`src/rtl/cdb_result_buffer_pkg.sv`:
```
// -----------------------------------------------------------------------------
// cdb_result_buffer_pkg
// Shared definitions for the per-source CDB result buffers.
//   DATA_W / LABEL_W : default result and reservation-station label widths
//   NO_LABEL         : label value meaning "no producer"
//   SRC_*            : CDB source index, matching the require_s/requireAC_s bit order
//   result_entry_t   : one buffered {label, data} result
// -----------------------------------------------------------------------------
package cdb_result_buffer_pkg;

  localparam int DATA_W  = 32;
  localparam int LABEL_W = 4;

  localparam logic [LABEL_W-1:0] NO_LABEL = 4'b0;

  localparam int SRC_ALU = 0;
  localparam int SRC_MUL = 1;
  localparam int SRC_DIV = 2;
  localparam int SRC_MEM = 3;

  typedef struct packed {
    logic [LABEL_W-1:0] label;
    logic [DATA_W-1:0]  data;
  } result_entry_t;

endpackage

```
`src/rtl/cdb_result_buffer.sv`:
```
// -----------------------------------------------------------------------------
// cdb_result_buffer
// Small FIFO between one functional unit and the CDB arbitration. Each valid
// {label, result} from the unit is held until the CDB grants the broadcast.
//
// Ports:
//   clk        rising-edge clock
//   RST        synchronous active-high reset
//   WEN        unit presents a finished result
//   dataIn     result value
//   labelIn    producing reservation-station label (0 = no producer, ignored)
//   available  buffer can accept a push this cycle (registered-state based)
//   require    CDB broadcast request
//   requireAC  CDB grant, combinational response to require
//   dataOut    head data lane (0 when not requesting)
//   labelOut   head label lane (0 when not requesting)
//   count      occupied entries
//   overflow   sticky: a valid push was attempted while full
//
// Build option:
//   CDB_RESULT_BYPASS_EN  when defined, a push into an empty buffer is
//                         presented on the CDB in the same cycle and, if
//                         granted, is consumed without being stored.
// -----------------------------------------------------------------------------
module cdb_result_buffer #(
  parameter int DEPTH   = 4,
  parameter int DATA_W  = cdb_result_buffer_pkg::DATA_W,
  parameter int LABEL_W = cdb_result_buffer_pkg::LABEL_W
) (
  input  logic                       clk,
  input  logic                       RST,
  input  logic                       WEN,
  input  logic [DATA_W-1:0]          dataIn,
  input  logic [LABEL_W-1:0]         labelIn,
  output logic                       available,
  output logic                       require,
  input  logic                       requireAC,
  output logic [DATA_W-1:0]          dataOut,
  output logic [LABEL_W-1:0]         labelOut,
  output logic [$clog2(DEPTH):0]     count,
  output logic                       overflow
);

  import cdb_result_buffer_pkg::*;

  localparam int PTR_W = $clog2(DEPTH);
  localparam int CNT_W = PTR_W + 1;

  logic [LABEL_W-1:0] label_mem_q [DEPTH];
  logic [DATA_W-1:0]  data_mem_q  [DEPTH];

  logic [PTR_W-1:0] rd_ptr_q, rd_ptr_d;
  logic [PTR_W-1:0] wr_ptr_q, wr_ptr_d;
  logic [CNT_W-1:0] count_q,  count_d;
  logic             overflow_q, overflow_d;

  logic stored_valid;
  logic full;
  logic push_req;
  logic push;
  logic pop;
  logic bypass_valid;
  logic bypass_fire;
  logic write;

  assign stored_valid = (count_q != '0);
  assign full         = (count_q == CNT_W'(DEPTH));

  // Label 0 marks "no producer": such a strobe is neither stored nor an overflow.
  assign push_req = WEN && (labelIn != LABEL_W'(NO_LABEL));
  // available deliberately ignores a same-cycle pop, so a full buffer only pops.
  assign push     = push_req && !full;
  assign pop      = stored_valid && requireAC;

`ifdef CDB_RESULT_BYPASS_EN
  assign bypass_valid = push && !stored_valid;
  assign bypass_fire  = bypass_valid && requireAC;
`else
  assign bypass_valid = 1'b0;
  assign bypass_fire  = 1'b0;
`endif

  // A bypassed result that is granted immediately never enters storage.
  assign write = push && !bypass_fire;

  always_comb begin
    count_d    = count_q + CNT_W'(write) - CNT_W'(pop);
    wr_ptr_d   = wr_ptr_q + PTR_W'(write);
    rd_ptr_d   = rd_ptr_q + PTR_W'(pop);
    overflow_d = overflow_q | (push_req & full);
  end

  // NOTE: sequential state uses non-blocking assignments so every register
  // samples pre-edge values regardless of statement order.
  always_ff @(posedge clk) begin
    if (RST) begin
      count_q    <= '0;
      rd_ptr_q   <= '0;
      wr_ptr_q   <= '0;
      overflow_q <= 1'b0;
    end else begin
      count_q    <= count_d;
      rd_ptr_q   <= rd_ptr_d;
      wr_ptr_q   <= wr_ptr_d;
      overflow_q <= overflow_d;
    end
  end

  // NOTE: the storage array has no reset; entries are only observable through
  // count/require, which are reset, so clearing the array would be dead logic.
  always_ff @(posedge clk) begin
    if (write) begin
      label_mem_q[wr_ptr_q] <= labelIn;
      data_mem_q[wr_ptr_q]  <= dataIn;
    end
  end

  assign available = !full;
  assign require   = stored_valid || bypass_valid;
  assign count     = count_q;
  assign overflow  = overflow_q;

  // NOTE: every always_comb output gets a default first so no latch is inferred.
  always_comb begin
    dataOut  = '0;
    labelOut = '0;
    if (stored_valid) begin
      dataOut  = data_mem_q[rd_ptr_q];
      labelOut = label_mem_q[rd_ptr_q];
    end else if (bypass_valid) begin
      dataOut  = dataIn;
      labelOut = labelIn;
    end
  end

endmodule

```
`config.mk`:
```
export PLATFORM = sky130hd
export DESIGN_NAME = cdb_result_buffer
export DESIGN_NICKNAME = d
export VERILOG_FILES = /design/src/rtl/cdb_result_buffer_pkg.sv /design/src/rtl/cdb_result_buffer.sv
export SDC_FILE = /design/constraint.sdc
export NUM_CORES = 1
export LEC_CHECK = 0
export ABC_AREA = 1
export BUFFER_PORTS_ARGS = -buffer_cell sky130_fd_sc_hd__buf_2
export CORE_MARGIN = 2
export CORE_UTILIZATION = 30
export CTS_CLUSTER_SIZE = 14
export DETAILED_ROUTE_END_ITERATION = 10
export GPL_TIMING_DRIVEN = 0
export MAX_ROUTING_LAYER = met4
export SLEW_MARGIN = 30
export SYNTH_ARGS = -nofsm -noshare
export SYNTH_HDL_FRONTEND = slang
export SYNTH_SLANG_ARGS = --single-unit
export TNS_END_PERCENT = 20
```
`constraint.sdc`:
```
create_clock -name clk -period 5.4 [get_ports clk]
set_input_delay 0.81 -clock clk [delete_from_list [all_inputs] [get_ports clk]]
set_output_delay 0.81 -clock clk [all_outputs]
set_load 0.05 [all_outputs]
```
==> summary by stage, run 1 <==
Detailed routing
The wire length after detailed routing is 14600 um. The detail route stage leaves a number of antenna-violating nets equal to 0. The via count of the routed design is ~4000.

After detailed routing, the number of vias per cell comes to 4.55. In the final routed layout, each cell accounts on average for 16.6 um. The residual DRC count is 0. For this block, the initial DRC count from the detailed router was 289.

The detailed-router iteration count before antenna repair is 5.

Worst setup path
The required time at the endpoint of the critical path is about 4.6 ns. The worst setup path is captured at a primary output. The data arrival time at the worst-slack endpoint is 2.16 ns. The worst setup path is launched from a flop. The setup slack of the worst register-to-register path is 3.17 ns.

The largest single stage delay on the critical path is between 0.4 and 0.5 ns. The critical-path maximum fanout is 10. The critical path is of the reg2out type. The slowest library cell on the worst path is sky130_fd_sc_hd__clkbuf_1.

Traced cell by cell, the critical path runs through inv_2 -> clkbuf_1 -> o21ai_0 -> a21oi_1 -> buf_2.

Global route
The remaining global-route overflow is 0. The overall fraction of global-route tracks in use is about 15%. The first-pass GRT wire length is 22700 um. The maximum number of pins on one net before global-route repair is 17. The via count of the first global-routing pass came to 4105. The initial antenna violation count is 0.

Place
Routability-driven placement finished with a final weighted congestion of about 0.71. The port buffer count is slightly above 80. Counting tap cells, the placed design contains a total of 848 instances. Detailed placement ended at an HPWL of 10000 um.

The worst setup timing slack at the placement stage is approximately 2.6 ns.

Floorplan
In this run the count of I/O pins placed on the die edge is 82. The die covers roughly 21000 um^2. The core box area is ~20000 um^2. The horizontal extent of the die is approximately 150 um.

The die is approximately 150 um tall. The placement row count is 51. The starting density of the core is slightly above 30%.

Yosys
The number of different library cells used by synthesis comes to 21. Of the synthesized area, sequential elements account for approximately 75%. The proportion of netlist area held by the largest area contributor is 72.4%. The post-synthesis instance total is 481. The most used flip-flop cell after synthesis is sky130_fd_sc_hd__edfxtp_1. Yosys printed 0 warnings. The mean area per synthesized cell is 12.4 um^2. After synthesis, the share of flip-flops with an asynchronous set or reset is 0%. Synthesis inferred 152 register bits.

The cell area after synthesis is 5970 um^2. The synthesized design contains roughly 140 enable-type register cells. The top cell type by total area after synthesis is sky130_fd_sc_hd__edfxtp_1.

After synthesis, the cell types taking the most area are sky130_fd_sc_hd__edfxtp_1 (72%), sky130_fd_sc_hd__nor2_1 (9.6%), sky130_fd_sc_hd__o21ai_1 (3.9%). Counting every net in the synthesized netlist gives ~520.

Timing
The final critical delay including setup and external delays is 2.97 ns. The worst max-slew margin expressed relative to the limit is 49.7%. The share of the clock period used by the worst path after layout is 55.0%. Setup repair after global routing left no endpoint under its margin. The final hold violation count came to 0.

The final number of setup-violating endpoints is 0. The number of max-slew violations in the final report is 0. The slew at the pin closest to its max-slew limit is 0.750 ns. The clock skew is 0.00977 ns. The minimum hold slack is 0.454 ns. The fmax is 337 MHz. In the post-route analysis, the smallest setup slack over all paths is 2.43 ns.

Layout
Cells with a size suffix above 1 make up 24.8% of the layout. After filler insertion, the fill cell instance count of the layout stands at 1912. Leaving out fill and tap cells, the most frequent cells in the layout are sky130_fd_sc_hd__nor2_1 (153), sky130_fd_sc_hd__edfxtp_1 (144), sky130_fd_sc_hd__buf_2 (89), sky130_fd_sc_hd__o21ai_1 (46), sky130_fd_sc_hd__a21oi_1 (38).

The area added between synthesis and finish is 25.4%. The final net count is 645. The final cell count without fillers is 879.

The number of antenna repair diodes is 0. Leaving out fill and tap cells, the most frequent cell in the layout is sky130_fd_sc_hd__nor2_1.

CTS
Once the clock tree was built, the setup fixing pass inserted 0 buffers. The number of H-tree levels is 4. TritonCTS built the clock tree.

The clock insertion delay at the later pin of the skew report is 0.42 ns. For this design, the CTS-stage hold fixing added 0 buffers. The CTS buffer count is 17. The clock tree buffer depth is 2. In this run the clock root is driven by a sky130_fd_sc_hd__clkbuf_16.

The post-cts resize count is 0. After clock tree synthesis, the clock-pin slew on the worst setup and hold paths is about 0.06 ns. The clock net in this run drives a total of 152 sinks.

Flow run
Max-cap violations in this run came to 0.

Pwr
The register share of total power is 33.3%. Combinational cells account for 40.4% of the total power. For this design the static power due to leakage is 2.78 nW. The worst-case IR drop observed on VDD is approximately 320 uV. The fraction of power spent switching nets is 42.2%. The clock network burns 26.2% of the power. The internal power of the cells is around 2.6 mW. In this run the power spent charging and discharging nets is 1.87 mW. The power density over the cells is 591 nW/um^2.

Worst hold path
The path class of the tightest hold or removal check is reg2reg.

Run status
The flow ran to the end, and the final reports show no timing, DRC or antenna violations.
## worst max-delay path: cells and delay by family (launching register included)
kind,cells,cell delay (ns)
buffers and inverters,3,0.94
AO/OA/AOI/OAI,2,0.46
flip-flops,1,0.33
## layout make-up
class,count,area [um^2],area share (%)
Multi-Input combinational cell,289,1300,17.3
Inverter,15,56.3,0.752
Clock inverter,12,151,2.02
Tap cell,265,332,4.43
Buffer,25,153,2.04
Timing Repair Buffer,102,578,7.72
Clock buffer,19,433,5.78
Sequential cell,152,4480,59.9
## synth_stat cells (2+ instances only)
cell type / number
sky130_fd_sc_hd__o21ai_0: 26
sky130_fd_sc_hd__nor3_1: 4
sky130_fd_sc_hd__buf_1: 4
sky130_fd_sc_hd__dfxtp_1: 8
sky130_fd_sc_hd__inv_2: 4
sky130_fd_sc_hd__o21ai_1: 46
sky130_fd_sc_hd__ha_1: 2
sky130_fd_sc_hd__a21oi_1: 38
sky130_fd_sc_hd__nand2_1: 12
sky130_fd_sc_hd__nand3_1: 4
sky130_fd_sc_hd__edfxtp_1: 144
sky130_fd_sc_hd__buf_2: 8
sky130_fd_sc_hd__nor2_1: 153
sky130_fd_sc_hd__inv_1: 11
sky130_fd_sc_hd__buf_6: 6
sky130_fd_sc_hd__clkbuf_1: 6
## logic make-up (layout without fill, tap and decap cells)
logic type,count (synthesis),count (layout),share of synthesized area (%)
AOI/OAI and AO/OA,110,110,9.22
xor gates and xnor gates,2,2,0.293
adders and majority gates,3,3,0.754
DFF,152,152,75.1
buffers and inverters,40,173,3.50
and+or+nand+nor,174,174,11.1
## final timing paths
path | depth (start not counted) | start | to
max | 5 | rd_ptr_q[0] | dataOut[31]
min | 2 | overflow | overflow
max reg2reg | 6 | count[1] | data_mem_q[0][15]
min reg2reg | 2 | overflow | overflow
## state kept, by name (all words and copies together), names as in the netlist
name / flops
rd_ptr_q: 2
overflow: 1
wr_ptr_q: 2
count: 3
label_mem_q: 16
data_mem_q: 128
## power groups by stage
stage / Combinational [mW] / Clock [mW] / Sequential (mW)
after floorplan: 1.24 / 0 / 1.54
after global placement: 1.75 / 0 / 1.51
after detailed placement: 1.82 / 0 / 1.50
after CTS: 1.82 / 1.18 / 1.47
after global routing: 1.93 / 1.23 / 1.48
final: 1.79 / 1.16 / 1.47
## layer usage
metal	GRT usage, %	routed length, um
met1	17.4	6350
met2	24.5	7380
met3	4.18	802
met4	3.63	85
met5	-	0
## metrics by stage
stage / util, % / setup TNS [ns] / instance area (um^2) / power [mW]
6_report: 38.3 / 0 / 7490 / 4.43
5_1_grt: 38.3 / 0 / 7490 / 4.64
4_1_cts: 38.3 / 0 / 7490 / 4.48
3_5_place_dp: 35.3 / 0 / 6900 / 3.31
3_3_place_gp: 34.4 / -139.49 / 6710 / 3.26
2_1_floorplan: - / 0 / 5970 / 2.78
Power figures use the tool's default switching activity.
==> run 2: changes to the inputs <==
Settings changed: ABC_AREA 1 to 0.
Clock period 5.4 ns to 2.75 ns, I/O delays scaled along.
==> run 2 against run 1 <==
  * Cell area shrank 2.6%
  * First-iteration DRC count shrank 62%
  * Cell count down 25%
  * Via count shrank 28%
  * Highest routed layer unchanged
==> summary by stage, run 2 <==
Floorplan
The horizontal extent of the die is 144 um (-1.0%). The total I/O pin count is 82 (unchanged). The starting density of the core is 30.4% (-0.23 points). The core box area is 19300 um^2 (-1.3%).

The floorplan die area came to 20600 um^2 (-2.0%). The placement row count is 51 (unchanged). The height of the die is 144 um (-1.0%).

Yosys
The commonest cells after synthesis are sky130_fd_sc_hd__edfxtp_1 (144), sky130_fd_sc_hd__and2_1 (36), sky130_fd_sc_hd__mux4_2 (36). The net count of the mapped netlist is 314 (-40%). The total of flip-flops plus latches after synthesis is 152 (unchanged). The mean area per synthesized cell is 21.6 um^2 (+74%). The cell area after synthesis is 5850 um^2 (-2.1%). By area the synthesized netlist is led by sky130_fd_sc_hd__edfxtp_1 (74%), sky130_fd_sc_hd__mux4_2 (14%), sky130_fd_sc_hd__and2_1 (3.9%).

The leading register cell type out of synthesis is sky130_fd_sc_hd__edfxtp_1. The number of flops mapped to enable cells by yosys was 144 (unchanged). sky130_fd_sc_hd__edfxtp_1 is the most common cell in the netlist.

The fraction of the yosys area taken by sequential cells is 76.7% (+1.6 points). The count of unique library cells instantiated by Yosys is 28 (+33%). The proportion of netlist area held by the largest area contributor was 73.9% (+1.5 points). The largest total area in the synthesized netlist belongs to sky130_fd_sc_hd__edfxtp_1. The async set or reset register ratio after synthesis came to 0% (unchanged). The post-synthesis instance total is 271 (-44%). The number of warning messages in the yosys log is 0 (unchanged).

CTS
The TritonCTS clock tree is done. The sink count of the clock tree is 152 (unchanged). The CTS buffer count is 17 (unchanged).

The clock transition at the registers of the reported paths is 0.06 ns (about the same). The clock insertion delay at the later pin of the skew report is 0.41 ns (about the same). The quantity of hold-fixing buffers added after cts is 0 (unchanged). The clock tree buffer depth is 2 (unchanged). The root buffer selected by CTS is sky130_fd_sc_hd__clkbuf_16. The number of setup buffers added after CTS was 0 (unchanged). The number of H-tree levels is 4 (unchanged).

Detailed routing
The residual DRC count is 0 (unchanged). The wire length after detailed routing is 11100 um (-24%). The average wire per standard cell is 16.9 um (+1.7%). The via count of the routed design is 2867 (-28%). The post-detailed-route count of antenna-violating nets was 0 (unchanged). The routed via count divided by cell count is 4.36 (-4.1%).

The violation count after the first detailed-route iteration was 111 (-62%). The detailed-router iteration count before antenna repair is 4 (-1).

Pwr
The power density over the cells is 1110 nW/um^2 (+88%). The leakage power summed over all cells is 2.51 nW (-9.8%). The fraction of power spent switching nets is 37.0% (-5.2 points).

The total power consumption of the routed design is 8.10 mW (+83%). The fraction of power consumed by the clock network was 26.5% (+0.3 points). The switching power is 3.00 mW (+60%). The register share of total power came to 35.7% (+2.4 points). The internal power of the cells is 5.11 mW (+100%). The worst vdd rail ir drop came to 623 uV (+92%).

The combinational fraction of design power is 37.7% (-2.7 points).

Layout
The area added between synthesis and finish is 24.7%. Leaving out fill and tap cells, the most frequent cell in the layout is sky130_fd_sc_hd__edfxtp_1. The number of antenna repair diodes came to 0 (unchanged). The library cells used most frequently in the layout, excluding fill and tap cells, are sky130_fd_sc_hd__edfxtp_1 (144), sky130_fd_sc_hd__buf_2 (86), sky130_fd_sc_hd__mux4_2 (36), sky130_fd_sc_hd__and2_1 (36), sky130_fd_sc_hd__clkbuf_16 (17).

The final design instance area without fill is 7290 um^2 (-2.6%). The flip-flop count of the largest register, all copies and words added came to 128 (unchanged). The storage element area is 4480 um^2 (unchanged). The final net count is 423 (-34%). The utilization of the core after routing came to 37.9% (-0.49 points).

The number of fill cells was 1817 (-5.0%). The final cell count without fillers is 657 (-25%). The area used by multi-input combinational logic is 1320 um^2 (+1.4%). The share of final-layout standard cells stronger than drive strength 1 is 42.3% (+18 points).

The top register by number of flip-flops is data_mem_q.

Worst setup path
The kind of start point of the critical path is a flop. STA classifies the critical path endpoint as a primary output. The data arrival time at the worst-slack endpoint is 2.19 ns (+0.03 ns). The category of the most critical setup path is reg2out. The largest stage delay on the critical path is 0.48 ns (+0.02 ns). The most critical setup path has its startpoint at count[1].

For this design, the slowest cell found on the critical path is sky130_fd_sc_hd__dfxtp_1. The required time at the endpoint of the critical path is 2.34 ns (-2.25 ns). The startpoint identified for the worst register-to-register timing path is count[2]. The critical-path maximum fanout is 10 (unchanged). Walking the worst path, the cells encountered are nor3_1 -> inv_1 -> clkbuf_1 -> and2_1 -> buf_2.

Timing
The total negative setup slack is 0 ns (unchanged). The routed design could run at a clock period as short as 2.60 ns. The fmax is 384 MHz. The share of the clock period used by the worst path after layout is ~95%. The worst max-slew margin expressed relative to the limit is 61.1% (+11 points).

The minimum setup slack in the final design is 0.148 ns (-2.28 ns). The slew at the pin closest to its max-slew limit came to 0.583 ns (-0.168 ns). The final hold violation count is 0 (unchanged). The minimum hold slack is 0.215 ns (-0.239 ns). Setup repair after global routing could not meet its margin everywhere. The clock skew is 0.00509 ns (-0.00467 ns).

The number of max-slew violations in the final report is 0 (unchanged). The final number of setup-violating endpoints is 0 (unchanged).

Place
The port buffer count is 81 (unchanged). The final weighted congestion in routability-driven placement is 0.710 (+0.41%). The placed standard-cell area was 6750 um^2 (-2.2%). The estimated wirelength of the detail-placed design was 7470 um (-26%). The worst setup timing slack at the placement stage is 0.421 ns (-2.15 ns). The post-placement cell count came to 626 (-26%).

Global route
The via count of the first global-routing pass came to 3088 (-25%). The first-pass GRT wire length came to 17000 um (-25%). The initial antenna violation count came to 0 (unchanged). The maximum number of pins on one net before global-route repair came to 37 (+20). The overall fraction of global-route tracks in use is 11.8% (-2.8 points). The remaining global-route overflow is 0 (unchanged).

Run status
The run finished with clean final reports.

Flow run
The count of max-cap constraint violations is 0 (unchanged).

Worst hold path
The path class of the tightest hold or removal check is in2reg. The startpoint of the tightest hold check path is dataIn[31].
run 2: changes by cell type in the layout (fill, tap and decap cells not counted), moves of 8 or more:
cell,delta
sky130_fd_sc_hd__and2_1,+36
sky130_fd_sc_hd__nand2_1,-11
sky130_fd_sc_hd__a21oi_1,-37
sky130_fd_sc_hd__o21ai_1,-46
sky130_fd_sc_hd__o21ai_0,-26
sky130_fd_sc_hd__buf_4,-18
sky130_fd_sc_hd__mux4_2,+36
sky130_fd_sc_hd__nor2_1,-146
sky130_fd_sc_hd__inv_1,-8
run 2: cell families (layout without fill, tap and decap cells):
| group | count (synthesis) | after routing | synth area share [%] |
|---|---|---|---|
| compound gates | 7 | 7 | 0.963 |
| xor+xnor | 5 | 5 | 0.749 |
| fa+ha+maj | 3 | 3 | 0.770 |
| buf+inv | 14 | 135 | 1.52 |
| flops | 152 | 152 | 76.7 |
| mux | 36 | 36 | 13.9 |
| simple gates | 54 | 54 | 5.48 |
run 2: repair_timing:
item / CTS / global route
gates resized for setup: 1 / 2
cloned: 0 / 0
pin swaps: 0 / 0
endpoints found under the setup margin: 5 / 20
run 2: final timing paths:
path                                     endpoint  slack (ns)  cells past startpoint
worst max register to register           count[2]        0.60                      8
worst max-delay path                  dataOut[16]        0.15                      5
worst min-delay path            data_mem_q[3][31]        0.22                      1
worst min register to register           overflow        0.48                      2
run 2: layout make-up:
type                            instances  area share, %
Inverter                                3          0.154
Sequential cell                       152           61.5
Multi-Input combinational cell        105           18.1
Clock inverter                         10           1.42
Timing Repair Buffer                   90           7.20
Buffer                                 11           1.10
Tap cell                              265           4.55
Clock buffer                           21           6.04
run 2: worst max-delay path, delay by kind of cell (launching register included):
kind	cells	cell delay [ns]
buffers and inverters	3	0.95
flip-flops	1	0.48
AND/OR/NAND/NOR	2	0.34
run 2: power groups by stage:
stage               combinational (mW)  sequential (mW)  clock (mW)
global placement                  3.05             2.94           0
floorplan                         2.28             2.99           0
finish                            3.06             2.90        2.15
CTS                               3.14             2.90        2.21
global route                      3.28             2.92        2.31
detailed placement                3.13             2.95           0
run 2: layer usage:
metal	GRT usage, %	vias to the layer above	share of wire, %
li1	-	1315	-
met1	14.1	1473	44
met2	19.1	62	50
met3	3.87	17	4.6
met4	3.87	0	1.4
met5	-	-	0
